### config.mk
export PLATFORM = sky130hd
export DESIGN_NAME = bootrom_arbiter
export DESIGN_NICKNAME = d
export VERILOG_FILES = /design/src/rtl/bootrom_arbiter.sv
export SDC_FILE = /design/constraint.sdc
export NUM_CORES = 1
export LEC_CHECK = 0
export ABC_AREA = 1
export CORE_MARGIN = 2
export CORE_UTILIZATION = 40
export DETAILED_ROUTE_END_ITERATION = 10
export PLACE_DENSITY_LB_ADDON = 0.05
export SYNTH_ARGS = -nofsm -noshare
export SYNTH_HDL_FRONTEND = slang
export SYNTH_SLANG_ARGS = --single-unit
export TNS_END_PERCENT = 10
### constraint.sdc
create_clock -name clk -period 7.35 [get_ports clk]
set_input_delay 1.47 -clock clk [delete_from_list [all_inputs] [get_ports clk]]
set_output_delay 1.47 -clock clk [all_outputs]
set_load 0.005 [all_outputs]
### src/rtl/bootrom_arbiter.sv
// Round-robin arbiter sharing the single-outstanding boot ROM port between NUM_REQ requesters.
// Out-of-window addresses and ROM timeouts complete with an error response.
module bootrom_arbiter #(
    parameter int unsigned NUM_REQ       = 2,
    parameter int unsigned ADDR_W        = 24,
    parameter int unsigned DATA_W        = 128,
    parameter int unsigned ROM_ADDR_BITS = 19,
    parameter int unsigned TIMEOUT       = 16
) (
    input  logic                        clk,
    input  logic                        rst,
    input  logic [NUM_REQ-1:0]          req_valid_i,
    input  logic [NUM_REQ*ADDR_W-1:0]   req_addr_i,
    output logic [NUM_REQ-1:0]          req_ready_o,
    output logic [NUM_REQ-1:0]          resp_valid_o,
    output logic [DATA_W-1:0]           resp_data_o,
    output logic                        resp_err_o,
    output logic                        brom_req_valid_o,
    output logic [ADDR_W-1:0]           brom_req_address_o,
    input  logic                        brom_ready_i,
    input  logic [DATA_W-1:0]           brom_resp_data_i,
    input  logic                        brom_resp_valid_i,
    output logic                        busy_o
);

    localparam int unsigned GNT_W = (NUM_REQ > 1) ? $clog2(NUM_REQ) : 1;
    localparam int unsigned TMR_W = $clog2(TIMEOUT);
    localparam logic [GNT_W-1:0] LAST_RST = GNT_W'(NUM_REQ - 1);

    typedef enum logic [1:0] {S_IDLE, S_ISSUE, S_WAIT, S_RESP} state_t;

    state_t              state_q, state_d;
    logic [GNT_W-1:0]    gnt_q, gnt_d;
    logic [GNT_W-1:0]    last_q, last_d;
    logic [ADDR_W-1:0]   addr_q, addr_d;
    logic [TMR_W-1:0]    timer_q, timer_d;
    logic [DATA_W-1:0]   data_q, data_d;
    logic                err_q, err_d;

    logic [ADDR_W-1:0]   addr_arr [NUM_REQ];
    logic [GNT_W-1:0]    sel;
    logic [GNT_W-1:0]    cand;
    logic                found;
    logic [ADDR_W-1:0]   sel_addr;
    logic                out_of_window;
    int unsigned         idx_u;

    always_comb begin
        for (int unsigned i = 0; i < NUM_REQ; i++) begin
            addr_arr[i] = req_addr_i[i*ADDR_W +: ADDR_W];
        end
    end

    // Round-robin pick: first valid requester after last_grant, wrapping.
    always_comb begin
        found = 1'b0;
        sel   = last_q;
        cand  = '0;
        idx_u = 0;
        for (int unsigned k = 1; k <= NUM_REQ; k++) begin
            idx_u = 32'(last_q) + k;
            if (idx_u >= NUM_REQ) begin
                idx_u = idx_u - NUM_REQ;
            end
            cand = GNT_W'(idx_u);
            if (!found && req_valid_i[cand]) begin
                found = 1'b1;
                sel   = cand;
            end
        end
    end

    assign sel_addr      = addr_arr[sel];
    assign out_of_window = (sel_addr >> ROM_ADDR_BITS) != '0;

    // State and datapath registers.
    always_ff @(posedge clk or posedge rst) begin
        if (rst) begin
            state_q <= S_IDLE;
            gnt_q   <= '0;
            last_q  <= LAST_RST;
            addr_q  <= '0;
            timer_q <= '0;
            data_q  <= '0;
            err_q   <= 1'b0;
        end else begin
            state_q <= state_d;
            gnt_q   <= gnt_d;
            last_q  <= last_d;
            addr_q  <= addr_d;
            timer_q <= timer_d;
            data_q  <= data_d;
            err_q   <= err_d;
        end
    end

    // Next-state, datapath updates and the two combinational strobes.
    always_comb begin
        state_d          = state_q;
        gnt_d            = gnt_q;
        last_d           = last_q;
        addr_d           = addr_q;
        timer_d          = timer_q;
        data_d           = data_q;
        err_d            = err_q;
        req_ready_o      = '0;
        brom_req_valid_o = 1'b0;

        unique case (state_q)
            S_IDLE: begin
                if (found && !rst) begin
                    req_ready_o = NUM_REQ'(1) << sel;
                    gnt_d       = sel;
                    addr_d      = sel_addr;
                    if (out_of_window) begin
                        err_d   = 1'b1;
                        data_d  = '0;
                        state_d = S_RESP;
                    end else begin
                        state_d = S_ISSUE;
                    end
                end
            end
            S_ISSUE: begin
                brom_req_valid_o = brom_ready_i;
                if (brom_ready_i) begin
                    timer_d = '0;
                    state_d = S_WAIT;
                end
            end
            S_WAIT: begin
                timer_d = timer_q + TMR_W'(1);
                // A response arriving on the final cycle beats the timeout.
                if (brom_resp_valid_i) begin
                    data_d  = brom_resp_data_i;
                    err_d   = 1'b0;
                    state_d = S_RESP;
                end else if (timer_q == TMR_W'(TIMEOUT - 1)) begin
                    data_d  = '0;
                    err_d   = 1'b1;
                    state_d = S_RESP;
                end
            end
            S_RESP: begin
                last_d  = gnt_q;
                state_d = S_IDLE;
            end
            default: state_d = S_IDLE;
        endcase
    end

    assign resp_valid_o       = (state_q == S_RESP) ? (NUM_REQ'(1) << gnt_q) : '0;
    assign resp_data_o        = data_q;
    assign resp_err_o         = err_q;
    assign brom_req_address_o = (state_q == S_ISSUE || state_q == S_WAIT) ? addr_q : '0;
    assign busy_o             = state_q != S_IDLE;

endmodule

==> impl_metrics.json, run 1 <==
{
  "place_area_um2": 11400,
  "layout_commonest_cell": "nand2_1",
  "drt-total-wl_mm": 24.0,
  "port_buffers": 340,
  "layoutNonFillerInstCount": 1673,
  "grtUsageMet2_pct": 36.3,
  "ys_seq_area_share_pct": 51.0,
  "dr_total_vias": 7718,
  "cts_setup_buffers": 0,
  "clk_latency_ns": 0.42,
  "rows": 51,
  "finalClockSkew_ns": 0.00984,
  "fin_nets": 1581,
  "antenna_left": 0,
  "via_per_inst": 4.61,
  "cts_max_level": 4,
  "clockBufferDepth": 2,
  "dpl_worst_slack_ns": 2.18,
  "met1_usage_pct": 27.7,
  "antenna_found_initial": 0,
  "rsz0062_at_grt": "false",
  "power_density_nw_per_um2": 383,
  "first_global_vias": 7030,
  "grt_overflow": 0,
  "die-area_um2": 20900,
  "fmax_ghz": 0.194,
  "cp-end-kind": "primary output",
  "critPathKind": "in2out",
  "synth_top_area_share_pct": 50.7,
  "start_util_pct": 40.7,
  "synth_largest_area_cell": "dfrtp_1",
  "grt_max_degree": 109,
  "timing.final.ws_setup_ns": 2.18,
  "status": "finished, final reports clean",
  "netlist_area_um2": 7900,
  "syn_inst": 1094,
  "die_w_um": 145,
  "worstPathCellList": "clkdlybuf4s50_1 -> nor3_2 -> nand2_1 -> inv_1 -> clkdlybuf4s50_1",
  "io_pins": 341,
  "wl_per_cell_um": 14.4,
  "top_usage_layer": "met2",
  "cap_violations": 0,
  "clkTransAtPathRegs_ns": 0.06,
  "ir_drop_uv": 207,
  "die_y_um": 145,
  "p_leak_nw": 6.45,
  "grt_pass1_wl_mm": 36.7,
  "drtIter0Drc": 457,
  "cp.arrival_ns": 3.70,
  "syn_avg_cell_area_um2": 7.22,
  "synth_warnings": 0,
  "ys_types": 24,
  "crit_fanout": 20,
  "groute.usage.overall_pct": 22.4,
  "drive_gt1_share_pct": 3.48,
  "fin_crit_sh_pct": 70.3,
  "slew_viol_final": 0,
  "cts_resized": 0,
  "layout_common_cells": "nand2_1 (385), clkdlybuf4s50_1 (340), dfrtp_1 (160)",
  "start_kind": "input port",
  "required_ns": 5.88,
  "holdWs_ns": 0.469,
  "syn_to_final_growth_pct": 52.0,
  "cts-root-buf": "clkbuf_16",
  "ys_seq_elements": 161,
  "period_needed_ns": 5.17,
  "drc": 0,
  "max_stage_delay_ns": 0.62,
  "clock-sinks": 161,
  "gp_congestion": 0.871,
  "total_power_mw": 4.59,
  "final_util_pct": 61.9,
  "cpMostUsedCell": "clkdlybuf4s50_1",
  "dp_cells": 1640,
  "slew_headroom_pct": 32.6,
  "cts_tree": "yes",
  "place_hpwl_mm": 15.9,
  "fp.coreArea_um2": 19400,
  "tightestPinTransition_ns": 1.01,
  "setup_viol": 0,
  "synth_area_leaders": "dfrtp_1 (51%), nand2_1 (18%), nand3_1 (10%), inv_1 (7.6%), nor2_1 (6.4%)",
  "min_path_type": "reg2reg",
  "drt-pass1-iter-count": 5,
  "design_area_um2": 12000,
  "synth_fp_nets": 1281,
  "grtUsageMet3_pct": 7.58,
  "setup_tns_ns": 0,
  "cts_buffers": 17,
  "slowest_stage": "clkdlybuf4s50_1",
  "ctsHoldBuffers": 0,
  "hold_viol": 0
}
-- Yosys cell counts --
cell	count
nor2_1	135
a211oi_1	1
nand3_1	158
or2_2	1
a21oi_1	2
nand2_1	387
and3_1	1
buf_2	21
a21oi_2	1
o21ai_0	6
o22ai_1	1
inv_1	159
dfstp_2	1
o21ai_1	3
ha_1	5
buf_4	13
nor3_2	1
nand3_2	1
nand2_2	2
dfrtp_1	160
inv_2	2
nor3_1	1
buf_1	3
clkbuf_1	29
-- power breakdown --
part / total (mW) / switching [mW] / internal (mW)
combinational: 2.19 / 1.15 / 1.04
sequential: 1.49 / 0.212 / 1.28
clock: 0.917 / 0.372 / 0.545
-- kinds of logic (layout without fill, tap and decap cells) --
| family | Yosys count | count (layout) | synth area share [%] |
|---|---|---|---|
| and+or+nand+nor | 687 | 687 | 35.5 |
| buffers and inverters | 227 | 540 | 11.7 |
| DFF | 161 | 161 | 51.0 |
| AOI/OAI and AO/OA | 14 | 14 | 0.982 |
| adders and majority gates | 5 | 5 | 0.792 |
| other | 0 | 1 | 0 |
-- metal layers --
metal | vias to the layer above | wire length [um]
met5 | - | 0
met4 | 0 | 697
met3 | 39 | 2120
met2 | 253 | 11500
met1 | 3559 | 9710
li1 | 3867 | -
-- critical path: cells and delay by family --
| kind | cells | cell delay, ns |
|---|---|---|
| and+or+nand+nor | 2 | 0.58 |
| buffers and inverters | 3 | 1.64 |
-- registers in the layout, indices dropped and copies added (netlist names) --
register and count:
timer_q 4, resp_data_o 128, state_q 2, last_q 1
resp_err_o 1, gnt_q 1, addr_q 24
-- path summary, 6_finish.rpt --
| check | from | endpoint | slack [ns] | depth (start not counted) |
|---|---|---|---|---|
| setup / recovery | rst | req_ready_o[1] | 2.18 | 5 |
| hold / removal | resp_data_o[119]$_DFFE_PP0P_ | resp_data_o[119]$_DFFE_PP0P_ | 0.47 | 2 |
| max in group asynchronous | rst | resp_data_o[70]$_DFFE_PP0P_ | 4.26 | 3 |
| hold reg to reg | resp_data_o[119]$_DFFE_PP0P_ | resp_data_o[119]$_DFFE_PP0P_ | 0.47 | 2 |
| min in group asynchronous | rst | resp_data_o[118]$_DFFE_PP0P_ | 1.75 | 2 |
| setup reg to reg | state_q[0]$_DFFE_PP0P_ | resp_data_o[63]$_DFFE_PP0P_ | 4.28 | 8 |
-- cell type report --
cell class,instances,area [um^2]
Clock buffer,20,447
Timing Repair Buffer,347,3460
Multi-Input combinational cell,706,2970
Antenna cell,1,2.50
Tap cell,265,332
Fill cell,1827,7400
Sequential cell,161,4030
Inverter,161,609
Clock inverter,12,155
(Power assumes the default switching activity.)
==> inputs of run 2 (changes only) <==
--- a/config.mk
+++ b/config.mk
@@ -7,7 +7,7 @@
 export LEC_CHECK = 0
 export ABC_AREA = 1
 export CORE_MARGIN = 2
-export CORE_UTILIZATION = 40
+export CORE_UTILIZATION = 39
 export DETAILED_ROUTE_END_ITERATION = 10
 export PLACE_DENSITY_LB_ADDON = 0.05
 export SYNTH_ARGS = -nofsm -noshare
==> constraint.sdc (replaced) <==
create_clock -name clk -period 4.19 [get_ports clk]
set_input_delay 0.838 -clock clk [delete_from_list [all_inputs] [get_ports clk]]
set_output_delay 0.838 -clock clk [all_outputs]
set_load 0.005 [all_outputs]
==> run 2 against run 1 <==
Against the previous run: first-iteration DRC count down 27%; critical path type unchanged; cell count up 0.54%; routed wire length up 1.0%; register-to-register slack worse by 2.9 ns; global-route usage up 0.17 points; count of clock-buffer cells in the layout unchanged; via count down 0.61%; critical path depth up 1.
==> impl_metrics.json, run 2 (synthesis results as in run 1) <==
{
  "port_buffers": 340,
  "clock-sinks": 161,
  "dr_total_vias": 7671,
  "power_density_nw_per_um2": 673,
  "finalClockSkew_ns": 0.00938,
  "period_needed_ns": 3.44,
  "ctsHoldBuffers": 0,
  "timing.final.ws_setup_ns": 0.745,
  "wl_per_cell_um": 14.4,
  "cp.arrival_ns": 2.61,
  "total_power_mw": 8.17,
  "die_y_um": 146,
  "gp_congestion": 0.807,
  "via_per_inst": 4.56,
  "grt_overflow": 0,
  "clk_latency_ns": 0.42,
  "met1_usage_pct": 28.4,
  "rows": 52,
  "top_usage_layer": "met2",
  "syn_to_final_growth_pct": 53.6,
  "slew_viol_final": 0,
  "slew_headroom_pct": 31.9,
  "place_area_um2": 11500,
  "dpl_worst_slack_ns": 0.688,
  "dp_cells": 1651,
  "grt_max_degree": 130,
  "critPathKind": "in2out",
  "drc": 0,
  "fin_crit_sh_pct": 82.2,
  "worstHoldStart": "resp_data_o[71]$_DFFE_PP0P_",
  "design_area_um2": 12100,
  "min_path_type": "reg2reg",
  "layoutNonFillerInstCount": 1682,
  "grtUsageMet2_pct": 36.6,
  "clockBufferDepth": 2,
  "layout_common_cells": "nand2_1 (385), clkdlybuf4s50_1 (340), dfrtp_1 (160)",
  "tightestPinTransition_ns": 1.02,
  "groute.usage.overall_pct": 22.6,
  "ff_latch_area_um2": 4030,
  "clkTransAtPathRegs_ns": 0.05,
  "fin_nets": 1587,
  "cpMostUsedCell": "clkdlybuf4s50_1",
  "cap_violations": 0,
  "nFillCells": 1914,
  "die-area_um2": 21400,
  "start_util_pct": 39.4,
  "cp_num_buf_inv": 3,
  "drt-total-wl_mm": 24.3,
  "setup_tns_ns": 0,
  "start_kind": "input port",
  "die_w_um": 146,
  "fmax_ghz": 0.290,
  "cts_buffers": 17,
  "cts_resized": 0,
  "hold_viol": 0,
  "layout_commonest_cell": "nand2_1",
  "drive_gt1_share_pct": 3.76,
  "cts_max_level": 4,
  "cts_setup_buffers": 0,
  "first_global_vias": 7208,
  "slowest_stage": "clkdlybuf4s50_1",
  "max_stage_delay_ns": 0.52,
  "r2r_start": "state_q[1]$_DFFE_PP0P_",
  "grtUsageMet3_pct": 7.66,
  "multiInputGateArea_um2": 2970,
  "required_ns": 3.35,
  "antenna_found_initial": 1,
  "drtIter0Drc": 335,
  "p_leak_nw": 6.50,
  "critical_path.top_delay_family": "buffers and inverters",
  "crit_start": "req_valid_i[1]",
  "crit_fanout": 8,
  "cts_tree": "yes",
  "cp-end-kind": "primary output",
  "largest_register_ffs": 128,
  "ir_drop_uv": 507,
  "grt_pass1_wl_mm": 38.5,
  "setup_viol": 0,
  "antenna_left": 0,
  "worstPathCellList": "clkdlybuf4s50_1 -> nor2_1 -> nor3_2 -> nand2_1 -> inv_1 -> clkdlybuf4s50_1",
  "place_hpwl_mm": 16.2,
  "status": "finished, final reports clean",
  "fp.coreArea_um2": 20000,
  "rsz0062_at_grt": "false",
  "drt-pass1-iter-count": 5,
  "io_pins": 341,
  "r2r_slack_ns": 1.39,
  "cts-root-buf": "clkbuf_16"
}
## run 2: worst paths after layout
path                                               end  depth (start not counted)
min in group asynchronous       addr_q[20]$_DFFE_PP0P_                          2
hold reg to reg            resp_data_o[71]$_DFFE_PP0P_                          2
hold / removal             resp_data_o[71]$_DFFE_PP0P_                          2
max in group asynchronous            gnt_q$_DFFE_PP0P_                          3
setup reg to reg           resp_data_o[37]$_DFFE_PP0P_                          9
setup / recovery                        req_ready_o[1]                          6
## run 2: tightest hold or removal path: cells and delay by family, from the launching register on
kind | cells | cell delay (ns)
simple gates | 2 | 0.09
flops | 1 | 0.34
## run 2: layer usage
layer	vias up	part of all wire, %
li1	3883	-
met1	3521	42
met2	236	48
met3	31	8.1
met4	0	2.4
met5	-	0
## run 2: final cells by class
class	count	area share, %
diodes	1	0.0206
clock buffers	20	3.68
clock inverters	10	1.33
inverters	161	5.01
multi-input cells	706	24.5
flip-flops and latches	161	33.2
well taps	270	2.78
repair buffers	353	29.5
## run 2: power by group
part	internal, mW	switching (mW)	leakage [nW]	total (mW)
combinational	1.89	2.04	4.04	3.93
sequential	2.24	0.368	2.17	2.61
clock	1.01	0.624	0.288	1.63
## run 2: stage by stage
stage | utilization [%] | hold slack, ns
2_1_floorplan | - | 0.442
3_3_place_gp | 57.5 | 0.453
3_5_place_dp | 57.5 | 0.457
4_1_cts | 60.5 | 0.472
5_1_grt | 60.5 | 0.488
6_report | 60.5 | 0.467
